[src/rtl/uart_pkg.sv]
// Shared UART constants: byte width and default receive-buffer geometry.
// Imported by the tx, rx and FIFO blocks.
package uart_pkg;

   localparam int UART_DATA_W   = 8;
   localparam int FIFO_DEPTH    = 16;
   localparam int FIFO_ADDR_W   = 4;
   localparam int FIFO_AF_LEVEL = 12;

endpackage

[src/rtl/uart_fifo_mem.sv]
// DEPTH x DATA_W simple dual-port RAM: synchronous write, registered read with enable.
// The read register doubles as the FIFO's show-ahead output stage, so it is reset.
module uart_fifo_mem #(
   parameter int DATA_W = 8,
   parameter int DEPTH  = 16,
   parameter int ADDR_W = 4
) (
   input  logic              clk,
   input  logic              rst,
   input  logic              we_i,
   input  logic [ADDR_W-1:0] waddr_i,
   input  logic [DATA_W-1:0] wdata_i,
   input  logic              re_i,
   input  logic [ADDR_W-1:0] raddr_i,
   output logic [DATA_W-1:0] rdata_o
);

   logic [DATA_W-1:0] mem_q [DEPTH];
   logic [DATA_W-1:0] rdata_q;

   always_ff @(posedge clk) begin
      if (we_i) begin
         mem_q[waddr_i] <= wdata_i;
      end
   end

   always_ff @(posedge clk) begin
      if (rst) begin
         rdata_q <= '0;
      end else if (re_i) begin
         rdata_q <= mem_q[raddr_i];
      end
   end

   assign rdata_o = rdata_q;

endmodule

[src/rtl/uart_rx_fifo.sv]
// UART receive buffer: stores bytes on wr_stb, show-ahead valid/ready read side, sticky overflow.
// First byte into an empty FIFO is visible one cycle after its write; output holds while !rd_ready.
module uart_rx_fifo
   import uart_pkg::*;
#(
   parameter int DATA_W   = UART_DATA_W,
   parameter int DEPTH    = FIFO_DEPTH,
   parameter int ADDR_W   = FIFO_ADDR_W,
   parameter int AF_LEVEL = FIFO_AF_LEVEL
) (
   input  logic              clk,
   input  logic              rst,
   input  logic              wr_stb,
   input  logic [DATA_W-1:0] wr_data,
   output logic              rd_valid,
   input  logic              rd_ready,
   output logic [DATA_W-1:0] rd_data,
   output logic [ADDR_W:0]   count,
   output logic              empty,
   output logic              full,
   output logic              almost_full,
   output logic              overflow,
   input  logic              clr_ovf
);

   localparam int              CW      = ADDR_W + 1;
   localparam logic [CW-1:0]   DEPTH_C = CW'(DEPTH);
   localparam logic [CW-1:0]   AF_C    = CW'(AF_LEVEL);

   logic [ADDR_W-1:0] wr_ptr_q, wr_ptr_d;
   logic [ADDR_W-1:0] rd_ptr_q, rd_ptr_d;
   logic [CW-1:0]     count_q, count_d;
   logic [CW-1:0]     ram_cnt;
   logic              rd_valid_q, rd_valid_d;
   logic              empty_q, full_q, af_q;
   logic              ovf_q, ovf_d;
   logic              pop, wr_en, fetch;

   always_comb begin
      pop     = rd_valid_q & rd_ready;
      wr_en   = wr_stb & (~full_q | pop);
      // count includes the byte held in the output stage; ram_cnt is what is still unfetched
      ram_cnt = count_q - {{ADDR_W{1'b0}}, rd_valid_q};
      fetch   = (ram_cnt != '0) & (~rd_valid_q | pop);

      wr_ptr_d = wr_en ? wr_ptr_q + ADDR_W'(1) : wr_ptr_q;
      rd_ptr_d = fetch ? rd_ptr_q + ADDR_W'(1) : rd_ptr_q;

      count_d = count_q;
      case ({wr_en, pop})
         2'b10:   count_d = count_q + CW'(1);
         2'b01:   count_d = count_q - CW'(1);
         default: count_d = count_q;
      endcase

      rd_valid_d = rd_valid_q;
      if (fetch) begin
         rd_valid_d = 1'b1;
      end else if (pop) begin
         rd_valid_d = 1'b0;
      end

      ovf_d = ovf_q;
      if (wr_stb & ~wr_en) begin
         ovf_d = 1'b1;
      end else if (clr_ovf) begin
         ovf_d = 1'b0;
      end
   end

   always_ff @(posedge clk) begin
      if (rst) begin
         wr_ptr_q   <= '0;
         rd_ptr_q   <= '0;
         count_q    <= '0;
         rd_valid_q <= 1'b0;
         empty_q    <= 1'b1;
         full_q     <= 1'b0;
         af_q       <= 1'b0;
         ovf_q      <= 1'b0;
      end else begin
         wr_ptr_q   <= wr_ptr_d;
         rd_ptr_q   <= rd_ptr_d;
         count_q    <= count_d;
         rd_valid_q <= rd_valid_d;
         empty_q    <= (count_d == '0);
         full_q     <= (count_d == DEPTH_C);
         af_q       <= (count_d >= AF_C);
         ovf_q      <= ovf_d;
      end
   end

   uart_fifo_mem #(
      .DATA_W (DATA_W),
      .DEPTH  (DEPTH),
      .ADDR_W (ADDR_W)
   ) u_mem (
      .clk     (clk),
      .rst     (rst),
      .we_i    (wr_en & ~rst),
      .waddr_i (wr_ptr_q),
      .wdata_i (wr_data),
      .re_i    (fetch & ~rst),
      .raddr_i (rd_ptr_q),
      .rdata_o (rd_data)
   );

   assign rd_valid    = rd_valid_q;
   assign count       = count_q;
   assign empty       = empty_q;
   assign full        = full_q;
   assign almost_full = af_q;
   assign overflow    = ovf_q;

endmodule
[config.mk]
export PLATFORM = sky130hd
export DESIGN_NAME = uart_rx_fifo
export DESIGN_NICKNAME = d
export VERILOG_FILES = /design/src/rtl/uart_pkg.sv /design/src/rtl/uart_fifo_mem.sv /design/src/rtl/uart_rx_fifo.sv
export SDC_FILE = /design/constraint.sdc
export NUM_CORES = 1
export LEC_CHECK = 0
export CORE_MARGIN = 1.5
export CORE_UTILIZATION = 25
export CTS_CLUSTER_SIZE = 28
export DETAILED_ROUTE_END_ITERATION = 12
export PLACE_DENSITY = 0.48
export SLEW_MARGIN = 20
export SYNTH_ARGS = -nofsm -noshare
export SYNTH_HDL_FRONTEND = slang
export SYNTH_SLANG_ARGS = --single-unit
[constraint.sdc]
create_clock -name clk -period 3.6 [get_ports clk]
set_clock_uncertainty 0.1 [all_clocks]
set_input_delay 0.72 -clock clk [delete_from_list [all_inputs] [get_ports clk]]
set_output_delay 0.72 -clock clk [all_outputs]
set_load 0.005 [all_outputs]
; ---- Yosys cells after proc, flatten, opt, wreduce, memory -nomap -nowiden
; Memories as Yosys holds them, arrays and structs flattened. A register that Yosys moved wholly into a read port is not among the register bits.
; Cells that the tools add are included.
[totals]
register_bits = 18
mem_bits_rw = 128
input_bits = 13
word_cells = 41
memories = 1
[mem_list]
columns = memory, depth, width, rd, rd_clocked_by_memory_dff, wr, line_no
row1 = u_mem.mem_q, 16, 8, 1, 1, 1, uart_fifo_mem.sv:18  ; logic [DATA_W-1:0] mem_q [DEPTH];
[classes]
n_addsub = 5
magnitude_cmp = 1
eq_ne = 3
muxes = 7
n_bitwise = 12
n_reduce_logical = 4
[ops]
columns = operator, count
row1 = 5-bit one-hot mux with 2 select lines, 1
row2 = 4-bit by 1-bit adder with 4-bit output (second input constant), 2
row3 = 1-bit bitwise AND, 6
row4 = 1-bit two-way mux, 6
row5 = 5-bit by 1-bit adder with 5-bit output (second input constant), 1
row6 = 5-bit == test (second input constant), 1
row7 = 5-bit by 4-bit >= comparator with 1-bit output (second input constant), 1
row8 = 5-bit logical NOT, 1
row9 = 5-bit nonzero test, 1
row10 = 5-bit by 1-bit subtractor with 5-bit output, 1
row11 = 5-bit by 1-bit subtractor with 5-bit output (second input constant), 1
row12 = 1-bit inverter, 4
row13 = 2-bit nonzero test, 2
row14 = 2-bit by 1-bit == test with 1-bit output (second input constant), 1
row15 = 2-bit == test (second input constant), 1
row16 = 1-bit bitwise OR, 2

; ---- Longest topological paths before layout
; Gate-level depths: netlist (run 1).
[logic_depth]
depth_word = 6
mapped_depth = 12
mapped_depth_nobuf = 11

; ---- Hierarchy
; Synthesis (run 1) repeated with hierarchy kept, for this count alone.
[unflattened]
hier_cells = 420
area_unflattened_um2 = 6273.5
[modules_own_cells]
columns = module, n_inst, cells_per_inst, area_each_um2, seq_area_each_um2
row1 = uart_fifo_mem, 1, 316, 5343.9, 4003.8
row2 = uart_rx_fifo, 1, 104, 929.6, 360.3

; ---- Worst setup path before layout (run 1)
; OpenSTA, ideal clock, no wires.
[synth_timing]
path_type = input port to flip-flop
from = input port rd_ready
to = register full_q (netlist: full)
setup_time_ps = 117
arrival_time_ps = 2988
slack_ps = 395
cell_stages = 12
n_path_buf = 1
path_cell_list = nand2_1 -> a21boi_0 -> inv_1 -> ha_1 -> buf_6 -> xor2_1 -> ha_1 -> a21oi_1 -> o221ai_1 -> nand3_1 -> xor2_1 -> and4bb_1
[synth_between]
elab_chain_cells = 6
word_cells_on_any_way = 7
cone_classes = eq/ne (3) / mux (1) / bitwise (3)
[synth_lines]
columns = item, line_no
row1 = start: declaration, uart_rx_fifo.sv:16  ; input logic rd_ready,
row2 = 1-bit bitwise AND (*), uart_rx_fifo.sv:40  ; pop = rd_valid_q & rd_ready;
row3 = 1-bit bitwise OR, uart_rx_fifo.sv:41  ; wr_en = wr_stb & (~full_q | pop);
row4 = 1-bit bitwise AND, uart_rx_fifo.sv:41
row5 = 2-bit by 1-bit == test with 1-bit output / 2-bit == test (equally long branches), uart_rx_fifo.sv:50  ; case ({wr_en, pop})
row6 = 5-bit one-hot mux with 2 select lines (*), uart_rx_fifo.sv:50
row7 = 5-bit == test (*), uart_rx_fifo.sv:87  ; full_q <= (count_d == DEPTH_C);
row8 = end signal: assignment, uart_rx_fifo.sv:87
row9 = end: declaration, uart_rx_fifo.sv:35  ; logic empty_q, full_q, af_q;
; Mark *: on every way between the ends. The rest lies on a longest branch, timed or not.
; A chain may end at the register's enable or synchronous reset.

; ---- Worst setup path after layout (run 1)
; Same ends and word-level chain as after synthesis.

==> impl_results.md, run 1 <==
* H-tree depth at 4
* DIE HEIGHT at between 150 and 200 µm
* Layout cells sized above 1 at 0.209
* Post-cts hold buffer count at 0
* Headroom to the max-slew limit at 0.553
* DP Area at 7050 µm²
* CTS buffer count at 17
* Mapped Area at 6310 µm²
* Longest Clk Path Bufs at 2
* Worst-path clk slew at approximately 0.06 ns
* Nets at 444
* Number of antenna diodes at 0
* Yosys cell types at 43
* Vias at 3284
* DRT iter0 DRCs at 289
* Peak Freq at 0.316 GHz
* Hold_ws at 0.397 ns
* Final worst path period need at 3.16 ns
* Final setup margin at 0.440 ns
* Net switching power at between 1 and 1.5 mW
* Clock group share of total power at 0.359
* Number of global-route vias before repair at 3519
* CORE AREA at 24500 µm²
* Post-synth ARST share at 0
* Initial Util at 0.257
* Cells after Synth at 373
* Max-slew violations at 0
* First-pass GRT wire length at 20.0 mm
* Number of flops mapped to enable cells by yosys at between 100 and 150
* Sw frac at 0.274
* Critical path peak fanout at 5
* Max IR drop VDD at 0.269 mV
* Count leader, synth: edfxtp_1
* Final setup fails at 0
* Clock latency at the later pin of the worst-skew pair at 0.42 ns
* CP endpoint kind: flip-flop
* Status: finished, final reports clean
* Req. time, crit path at 3.81 ns
* Clock Sinks at 154
* Core Util, Final at 0.311
* Drt total wl at 12.7 mm
* Syn_area_per_cell at ~17 µm²
* Largest net degree at the start of global routing at 35
* Initial antenna violation count at 0
* Startpoint types: primary input
* GRT Residual Overflow at 0
* Total leakage power at 2.51 nW
* Ys Warns at 0
* Sequential power share at 0.425
* Post-Syn Nets at approximately 400
* Post-Layout Inst Area at 7640 µm²
* Hpwl dp at between 7 and 8 mm
* CTS root buf: clkbuf_16
* Biggest area consumer among synthesized cells: edfxtp_1
* IO Pins at 31
* Setup TNS at 0 ns
* Resized Gates After CTS at 0
* # DRC at 0
* Top-area cell type share of the netlist area at 0.609
* PD cells at 648 nW/µm²
* Num rows at 57
* Critical setup path kind: primary input to flip-flop
* CP Data Arrival Time at ~3.4 ns
* Die Area at 26200 µm²
* Seq/Total Area, Yosys at 0.691
* Buffers on Ports at 30
* Area delta synth->final at 21.0%
* Final Hold Viols at 0
* Period utilisation layout at 0.878
* Dpl ws at 0.0136 ns
* Synth top area cells: edfxtp_1 61%, mux4_2 8.9%, dfxtp_1 8.2%, mux4_1 2.9%, nor2_1 2.7%
* Routed len/inst at between 15 and 20 µm
* Top post-synthesis cells by count: 128 x edfxtp_1, 46 x nor2_1, 26 x dfxtp_1
* Path type of the worst min-delay path: flip-flop to flip-flop
* Gpl congestion at 0.765
* Via density at 4.33
* GRT Total Usage at 0.105
* Pre-antenna DRT Iters at 4
* Number of post-CTS setup repair buffers at 0
* Antenna viol nets, final at 0
* Die W at 162 µm
* CTS tree: built
* Combinational share of power at 0.216
* Most used DFF post-synth: edfxtp_1
* Seq cells post-synth at 154
* Max cap viols at 0
* Internal power at ~3.6 mW
* RSZ-0062 raised after global routing: false
* Slew at the pin with the worst max-slew slack at 0.669 ns
-- final timing paths --
path | start | endpoint | slack [ns] | cells past startpoint
max | rd_ready | full$_SDFF_PP0_ | 0.44 | 12
min | overflow$_SDFFE_PP0P_ | overflow$_SDFFE_PP0P_ | 0.40 | 2
max reg2reg | rd_valid$_SDFFE_PP0P_ | full$_SDFF_PP0_ | 0.83 | 11
min reg2reg | overflow$_SDFFE_PP0P_ | overflow$_SDFFE_PP0P_ | 0.40 | 2
-- cell type report --
class	count	area, µm²
Tap cell	324	405
Multi-Input combinational cell	186	1770
Timing Repair Buffer	54	480
Inverter	9	33.8
Sequential cell	154	4360
Fill cell	2410	16900
Clock inverter	14	161
Clock buffer	18	429
-- worst max-delay path, stage by stage --
cell             delay [ns]
clkdlybuf4s50_1        0.48
nand2_1                0.09
a21boi_0               0.27
inv_1                  0.10
ha_1                   0.24
xor2_1                 0.17
ha_1                   0.26
a21oi_1                0.26
o221ai_1               0.15
nand3_1                0.12
xor2_1                 0.27
and4bb_1               0.25
-- power groups by stage --
stage                     clock (mW)  sequential, mW  combinational, mW
after global placement             0            2.14               1.07
after floorplan                    0            2.11              0.783
after CTS                       1.82            2.10               1.09
after global routing            1.90            2.12               1.19
final                           1.78            2.10               1.07
after detailed placement           0            2.14               1.08
-- routing by layer --
layer	track usage	part of all wire	vias to the layer above
met5	0	0	-
met4	0.0375	0.014	0
met3	0.0271	0.051	14
met2	0.174	0.50	59
met1	0.132	0.44	1668
li1	-	-	1543
-- layout by cell type (no fill, tap or decap), types with 2 or more instances in the layout --
cell type | netlist | routed
bufinv_16 | 0 | 2
buf_4 | 1 | 24
ha_1 | 9 | 9
dfxtp_1 | 26 | 26
mux4_1 | 7 | 7
clkbuf_16 | 0 | 17
inv_8 | 0 | 2
clkinv_2 | 0 | 2
a211oi_1 | 8 | 8
a21oi_1 | 11 | 11
nor4b_1 | 2 | 2
clkinv_4 | 0 | 4
clkdlybuf4s50_1 | 0 | 30
mux2_2 | 8 | 8
nand2_1 | 12 | 12
xnor2_1 | 6 | 6
xor2_1 | 7 | 7
a21boi_0 | 3 | 2
nor2_1 | 46 | 46
nand4_1 | 2 | 2
mux4_2 | 25 | 25
inv_1 | 9 | 9
mux2i_1 | 11 | 11
edfxtp_1 | 128 | 128
nand2b_1 | 4 | 4
inv_6 | 0 | 3
nor3_1 | 7 | 7
-- sequential cells by signal, summed over array words and instances, names as in the netlist --
name           cells
rd_valid           1
u_mem.mem_q      128
wr_ptr_q           4
full               1
count              5
rd_ptr_q           4
empty              1
u_mem.rdata_o      8
overflow           1
almost_full        1
-- logic make-up (layout without fill, tap and decap cells) --
logic type | Yosys count | after routing | synth area share
adders and majority gates | 9 | 9 | 0.0178
muxes | 51 | 51 | 0.150
AOI/OAI and AO/OA | 34 | 34 | 0.0378
DFF | 154 | 154 | 0.691
and+or+nand+nor | 79 | 79 | 0.0559
xor gates and xnor gates | 13 | 13 | 0.0180
buffers and inverters | 33 | 95 | 0.0293
-- through the flow --
stage          total power, mW  instances
5_1_grt                   5.21        759
4_1_cts                   5.02        759
6_report                  4.95        759
3_5_place_dp              3.23        727
2_1_floorplan             2.90        373
3_3_place_gp              3.21        727
(Power assumes the default switching activity.)
==> run 2, diff against run 1 <==
PLACE_DENSITY = default   (was 0.48)
PLACE_DENSITY_LB_ADDON = 0.12   (was default)
==> run 2 against run 1 <==
Global-route usage grew 1.3 points. Cell count grew 0.26%. Count of clock-buffer cells in the layout is the same. Critical endpoint unchanged. Highest routed layer unchanged. Clock power is essentially flat.
==> impl_results.md, run 2 (same netlist as run 1, synthesis figures left out) <==
* Status: finished, final reports clean
* Max IR drop VDD at 0.228 mV
* Headroom to the max-slew limit at 0.460
* Req. time, crit path at around 3.8 ns
* Dpl ws at 0.0154 ns
* Slowest CP cell: clkdlybuf4s50_1
* Clock Sinks at 154
* Area delta synth->final at 21.3%
* Critical path peak fanout at 5
* Die W at approximately 160 µm
* Initial Util at 0.257
* CTS buffer count at 17
* First-pass GRT wire length at 21.7 mm
* GRT Total Usage at 0.117
* GRT Residual Overflow at 0
* Net switching power at 1.43 mW
* Final Hold Viols at 0
* CTS tree: built
* Total leakage power at 2.52 nW
* Hpwl dp at 8.92 mm
* Initial antenna violation count at 0
* DP Area at ~7000 µm²
* IO Pins at 31
* RSZ-0062 raised after global routing: false
* Fill cells at 2440
* Post-cts hold buffer count at 0
* Max cap viols at 0
* Max-slew violations at 0
* Combinational share of power at 0.207
* Sw frac at 0.287
* Vias at 3314
* Number of antenna diodes at 0
* Routed len/inst at 18.7 µm
* Gpl congestion at 0.699
* Number of global-route vias before repair at 3538
* PD cells at 651 nW/µm²
* CTS root buf: clkbuf_16
* Most flops, register: u_mem.mem_q
* Clock group share of total power at 0.356
* Pre-antenna DRT Iters at 6
* Num rows at 57
* Slew at the pin with the worst max-slew slack at 0.805 ns
* Most frequent cells in the layout: 128 x edfxtp_1, 46 x nor2_1, 30 x clkdlybuf4s50_1
* CP endpoint kind: flip-flop
* Path type of the worst min-delay path: flip-flop to flip-flop
* Max FFs per register at 128
* DRT iter0 DRCs at 151
* # DRC at 0
* Worst-path clk slew at 0.07 ns
* Slowest Stage Delay on Critical Path at 0.48 ns
* Final setup fails at 0
* Number of post-CTS setup repair buffers at 0
* Critical path, cell by cell: clkdlybuf4s50_1 -> nand2_1 -> a21boi_0 -> inv_1 -> ha_1 -> xor2_1 -> ha_1 -> a21oi_1 -> o221ai_1 -> nand3_1 -> xor2_1 -> and4bb_1
* H-tree depth at 4
* Startpoint types: primary input
* Post-Layout Inst Area at 7660 µm²
* Commonest non-fill, non-tap cell in the layout: edfxtp_1
* CP Data Arrival Time at between 3 and 4 ns
* Nets at 446
* Drt total wl at about 14 mm
* Largest net degree at the start of global routing at 35
* Layout cells sized above 1 at 0.220
* Antenna viol nets, final at 0
* DIE HEIGHT at 162 µm
* Final worst path period need at 3.17 ns
* Sequential power share at 0.436
* Internal power at 3.55 mW
* Critical setup path kind: primary input to flip-flop
* CORE AREA at around 25000 µm²
* Via density at 4.35
* Period utilisation layout at 0.881
* Die Area at 26200 µm²
* Core Util, Final at 0.312
* Resized Gates After CTS at 0
* Clock latency at the later pin of the worst-skew pair at about 0.42 ns
* Peak Freq at 0.315 GHz
* Power consumption at roughly 5.0 mW
* Longest Clk Path Bufs at 2
* Final setup margin at 0.430 ns
* Buffers on Ports at 30
* Setup TNS at 0 ns
[run 2: cell types whose count changed in the layout (fill, tap and decap cells not counted), sizes merged]
cell,change
buf,+2
inv,+2
clkinvlp,-1
bufinv,-1
[run 2: per-stage QoR]
| step | cells | hold slack (ns) |
|---|---|---|
| after floorplan | 373 | 0.376 |
| after global placement | 729 | 0.379 |
| after detailed placement | 729 | 0.395 |
| after CTS | 761 | 0.404 |
| after global routing | 761 | 0.430 |
| final | 761 | 0.399 |
[run 2: layer usage]
metal	track usage	part of all wire	wire, µm
met2	0.199	0.50	7060
met3	0.0335	0.039	554
met1	0.144	0.45	6390
met5	0	0	0
met4	0.0388	0.014	201
[run 2: power by group through the flow]
stage	clock (mW)	combinational (mW)	sequential, mW
2_1_floorplan	0	0.783	2.11
3_3_place_gp	0	1.05	2.22
3_5_place_dp	0	1.05	2.22
4_1_cts	1.83	1.06	2.18
5_1_grt	1.91	1.16	2.20
6_report	1.78	1.03	2.17
[run 2: critical path: cells and delay by family]
family | cells | cell delay [ns]
xor gates and xnor gates | 2 | 0.46
and+or+nand+nor | 3 | 0.47
AOI/OAI and AO/OA | 3 | 0.67
buffers and inverters | 2 | 0.58
adders and majority gates | 2 | 0.49
[run 2: cell type report]
| class | count | area, µm² | area share |
|---|---|---|---|
| well taps | 324 | 405 | 0.0529 |
| repair buffers | 56 | 495 | 0.0647 |
| clock inverters | 14 | 158 | 0.0206 |
| clock buffers | 18 | 429 | 0.0560 |
| inverters | 9 | 33.8 | 0.00441 |
| flip-flops and latches | 154 | 4370 | 0.570 |
| multi-input cells | 186 | 1770 | 0.231 |
[run 2: worst paths after layout]
path,start,endpoint,slack [ns],cells past startpoint
worst min register to register,u_mem.rdata_o[1]$_SDFFE_PP0P_,u_mem.rdata_o[1]$_SDFFE_PP0P_,0.40,2
worst max register to register,rd_valid$_SDFFE_PP0P_,full$_SDFF_PP0_,0.80,11
worst min-delay path,u_mem.rdata_o[1]$_SDFFE_PP0P_,u_mem.rdata_o[1]$_SDFFE_PP0P_,0.40,2
worst max-delay path,rd_ready,full$_SDFF_PP0_,0.43,12
==> run 3, diff against run 2 <==
CORE_UTILIZATION = 60   (was 25)
SLEW_MARGIN = default   (was 20)
==> run 3 against run 2 <==
Flip-flop and latch count unchanged. Global-route usage grew 12 points. Largest power group unchanged. Core utilization grew 41 points. Routed wire length shrank 17%. Die area decreased by 57%.
==> impl_results.md, run 3 (same netlist as run 1, synthesis figures left out) <==
* Status: finished, final reports clean
* Gpl congestion at between 0.8 and 0.9
* Number of antenna diodes at 0
* Net switching power at roughly 1.3 mW
* CP Data Arrival Time at 3.40 ns
* Reg2Reg Setup Slack at approximately 0.8 ns
* GRT Total Usage at 0.233
* Setup TNS at 0 ns
* Final non-filler cell total at between 500 and 600
* Headroom to the max-slew limit at 0.427
* CP top delay family: compound AO/OA/AOI/OAI gates
* Final Hold Viols at 0
* CORE AREA at 10300 µm²
* DRT iter0 DRCs at 196
* Period utilisation layout at 0.854
* Worst-path clk slew at 0.06 ns
* RSZ-0062 raised after global routing: false
* Sequential power share at 0.442
* Critical path, cell by cell: clkdlybuf4s50_1 -> nand2_1 -> a21boi_0 -> inv_1 -> ha_1 -> xor2_1 -> ha_1 -> a21oi_1 -> o221ai_1 -> nand3_1 -> xor2_1 -> and4bb_1
* DP Area at ~6800 µm²
* Path type of the worst min-delay path: flip-flop to flip-flop
* H-tree depth at 4
* Longest Clk Path Bufs at 2
* Most frequent cells in the layout: 128 x edfxtp_1, 46 x nor2_1, 30 x clkdlybuf4s50_1
* DIE HEIGHT at 106 µm
* First-pass GRT wire length at ~18 mm
* Layout cells sized above 1 at 0.206
* Number of instances in the placed design at 541
* Max FFs per register at 128
* Critical path peak fanout at 5
* Num rows at 37
* Internal power at 3.55 mW
* Via density at 5.77
* Vias at 3304
* Area delta synth->final at 16.9%
* Peak Freq at 0.325 GHz
* CTS tree: built
* Slew at the pin with the worst max-slew slack at 0.858 ns
* Core Util, Final at 0.718
* Initial antenna violation count at 0
* Routed len/inst at 20.5 µm
* Pre-antenna DRT Iters at 4
* PD cells at 651 nW/µm²
* Hold_ws at 0.399 ns
* GRT Residual Overflow at 0
* Post-Layout Inst Area at approximately 7400 µm²
* Slowest CP cell: clkdlybuf4s50_1
* CTS root buf: clkbuf_8
* Total leakage power at between 2 and 2.5 nW
* Max cap viols at 0
* Initial Util at 0.614
* Slowest Stage Delay on Critical Path at 0.47 ns
* Max IR drop VDD at 0.349 mV
* Die Area at 11100 µm²
* Clock latency at the later pin of the worst-skew pair at 0.53 ns
* Buffers on Ports at 30
* Most flops, register: u_mem.mem_q
* Drt total wl at roughly 12 mm
* Combinational share of power at 0.214
* Number of post-CTS setup repair buffers at 0
* Sw frac at 0.262
* Req. time, crit path at 3.92 ns
* Clock Sinks at 154
* Final worst path period need at between 3 and 4 ns
* Startpoint types: primary input
* CTS buffer count at 17
* CP endpoint kind: flip-flop
* Number of global-route vias before repair at 3373
* WP buf/inv at 2
* Commonest non-fill, non-tap cell in the layout: edfxtp_1
* Resized Gates After CTS at 0
* Final setup fails at 0
* Max-slew violations at 0
* IO Pins at 31
* # DRC at 0
* Post-cts hold buffer count at 0
* Fill cells at 676
* Antenna viol nets, final at 0
* Largest net degree at the start of global routing at 35
* Clock group share of total power at 0.343
* Die W at 106 µm
* Nets at ~450
* Hpwl dp at 7.28 mm
* Critical setup path kind: primary input to flip-flop
==> run 3: worst reg2reg max path: stages (launching register included) <==
cell and delay [ns]:
dfxtp_1 0.38, nand2_1 0.11, a21boi_0 0.29, inv_1 0.11, ha_1 0.24, xor2_1 0.17, ha_1 0.26, a21oi_1 0.28
o221ai_1 0.15, nand3_1 0.11, xor2_1 0.26, and4bb_1 0.25
==> run 3: cell type report <==
| class | instances | area [µm²] | share of cell area |
|---|---|---|---|
| Multi-Input combinational cell | 186 | 1770 | 0.239 |
| Clock inverter | 11 | 124 | 0.0168 |
| Sequential cell | 154 | 4360 | 0.591 |
| Inverter | 9 | 33.8 | 0.00458 |
| Timing Repair Buffer | 56 | 495 | 0.0671 |
| Tap cell | 136 | 170 | 0.0231 |
| Clock buffer | 21 | 429 | 0.0581 |
==> run 3: routing by layer <==
metal,global-route usage,vias to the layer above,part of all wire
met5,0,-,0
met4,0.0985,0,0.018
met3,0.0538,14,0.043
met2,0.373,83,0.50
met1,0.311,1663,0.44
li1,-,1544,-
==> run 3: path summary, 6_finish.rpt <==
path / startpoint / end / depth (start not counted)
worst max register to register: rd_valid$_SDFFE_PP0P_ / full$_SDFF_PP0_ / 11
worst max-delay path: rd_ready / full$_SDFF_PP0_ / 12
worst min register to register: overflow$_SDFFE_PP0P_ / overflow$_SDFFE_PP0P_ / 2
worst min-delay path: overflow$_SDFFE_PP0P_ / overflow$_SDFFE_PP0P_ / 2
==> run 3: power by group through the flow <==
stage,Clock [mW],Sequential [mW],Combinational (mW)
global route,1.74,2.15,1.14
global placement,0,2.16,1.02
detailed placement,0,2.17,1.04
floorplan,0,2.11,0.783
CTS,1.67,2.13,1.04
finish,1.65,2.13,1.03
==> run 3: per-stage QoR <==
| step | worst slack, ns | total power [mW] |
|---|---|---|
| floorplan | 0.395 | 2.90 |
| global placement | 0.129 | 3.18 |
| detailed placement | 0.00612 | 3.20 |
| CTS | 0.538 | 4.84 |
| global route | 0.244 | 5.03 |
| finish | 0.525 | 4.81 |
==> variant (settings of run 2) <==
Reset style: asynchronous (`rst`), changed in 2 clocked blocks.
--- a/src/rtl/uart_fifo_mem.sv
+++ b/src/rtl/uart_fifo_mem.sv
@@ -26,3 +26,3 @@
 
-   always_ff @(posedge clk) begin
+   always_ff @(posedge clk or posedge rst) begin
       if (rst) begin
--- a/src/rtl/uart_rx_fifo.sv
+++ b/src/rtl/uart_rx_fifo.sv
@@ -70,3 +70,3 @@
 
-   always_ff @(posedge clk) begin
+   always_ff @(posedge clk or posedge rst) begin
       if (rst) begin
Behaviour: differs if rst is asserted again (counterexample within 4 cycles, from zero or initial values and one cycle with rst high); with rst held inactive, the same outputs for 10 cycles.
==> variant against run 2 <==
Critical path depth unchanged. Sequential cell count unchanged. Wire length decreased by 1.3%. Design area is 1.6% higher. Synthesized area rose by 2.0%. Total power rose by 19%. Final cell count decreased by 2.6%. Worst setup slack improved by 0.031 ns. Global-route usage is 0.39 points lower.
==> variant: results <==
group,metric,value,unit
yosys,synth_common_cells,"edfxtp_1, dfrtp_1, mux4_2",
routing,via_count,3209,
routing,wl_per_cell,18.9,um
layout,drive_gt1_share,22.4,%
global_route,use_met2,17.8,%
power_and_ir_drop,p_comb,1.69,mW
yosys,syn_inst,345,
yosys,synth_area_leaders,"edfxtp_1, dfrtp_1, mux4_2, mux4_1, ha_1",
clock_tree,cts.clk_slew.worst_paths,0.07,ns
global_route,grt_pass1_wl,21.2,mm
routing,met1_length,6.64,mm
clock_tree,cts_max_level,4,
global_route,grt_use_met1,15.2,%
critical_path,crit_arrival,3.37,ns
layout,layout.cells.non_filler,741,
power_and_ir_drop,pwr-share-comb,28.6,%
flow_run,max_cap_viol_count,0,
place,dpl.cell_count,709,
routing,firstDrtPassIters,4,
yosys,synth_cell_type_count,44,
critical_path,max_stage_delay,0.50,ns
clock_tree,cts_made_buffers,17,
layout,nNetsFinal,420,
place,gp_congestion,0.684,
global_route,grt_usage,11.3,%
place,dp_hpwl,8.76,mm
sta,maxSlewHeadroom,37.8,%
global_route,grt_pass1_vias,3378,
global_route,met3_usage,3.30,%
place,post_dp_cell_area,0.00717,mm2
power_and_ir_drop,ir_drop,370,uV
status,status,"finished clean",
yosys,syn_nets,367,
critical_path,crit_fanout,4,
place,portBuffers,30,
yosys,ys_async_sr_fraction,16.9,%
layout,largest_register_ffs,128,
power_and_ir_drop,p_seq_share,41.0,%
routing,drt_iter0_drc,212,
yosys,synth-seq-area-share,69.8,%
layout,diodes,0,
routing,met3_length,412,um
routing,wl_met2,6.84,mm
power_and_ir_drop,leakage,2.66,nW
place,pre_cts_ws,0.00959,ns
power_and_ir_drop,switching_share,30.6,%
[variant: cell families after synthesis]
family | share of synthesized area [%]
mux | 15.2
fa+ha+maj | 1.75
buf+inv | 3.15
xor+xnor | 1.63
flops | 69.8
compound gates | 3.83
simple gates | 4.64
[variant: worst paths after layout]
kind                                       start          endpoint  slack (ns)  cells past startpoint
worst min register to register  u_mem.rdata_o[2]  u_mem.rdata_o[2]        0.41                      1
worst max register to register          rd_valid              full        0.80                     11
max in group asynchronous                    rst             empty        2.36                      3
worst min-delay path            u_mem.rdata_o[2]  u_mem.rdata_o[2]        0.41                      1
worst max-delay path                    rd_ready              full        0.46                     12
min in group asynchronous                    rst          count[4]        0.73                      3
[variant: final cells by class]
class                           instances  area [um2]
Clock buffer                           20         478
Clock inverter                         12         129
Fill cell                            2497       17500
Inverter                                9        33.8
Multi-Input combinational cell        163        1740
Sequential cell                       154        4500
Tap cell                              330         413
Timing Repair Buffer                   53         485
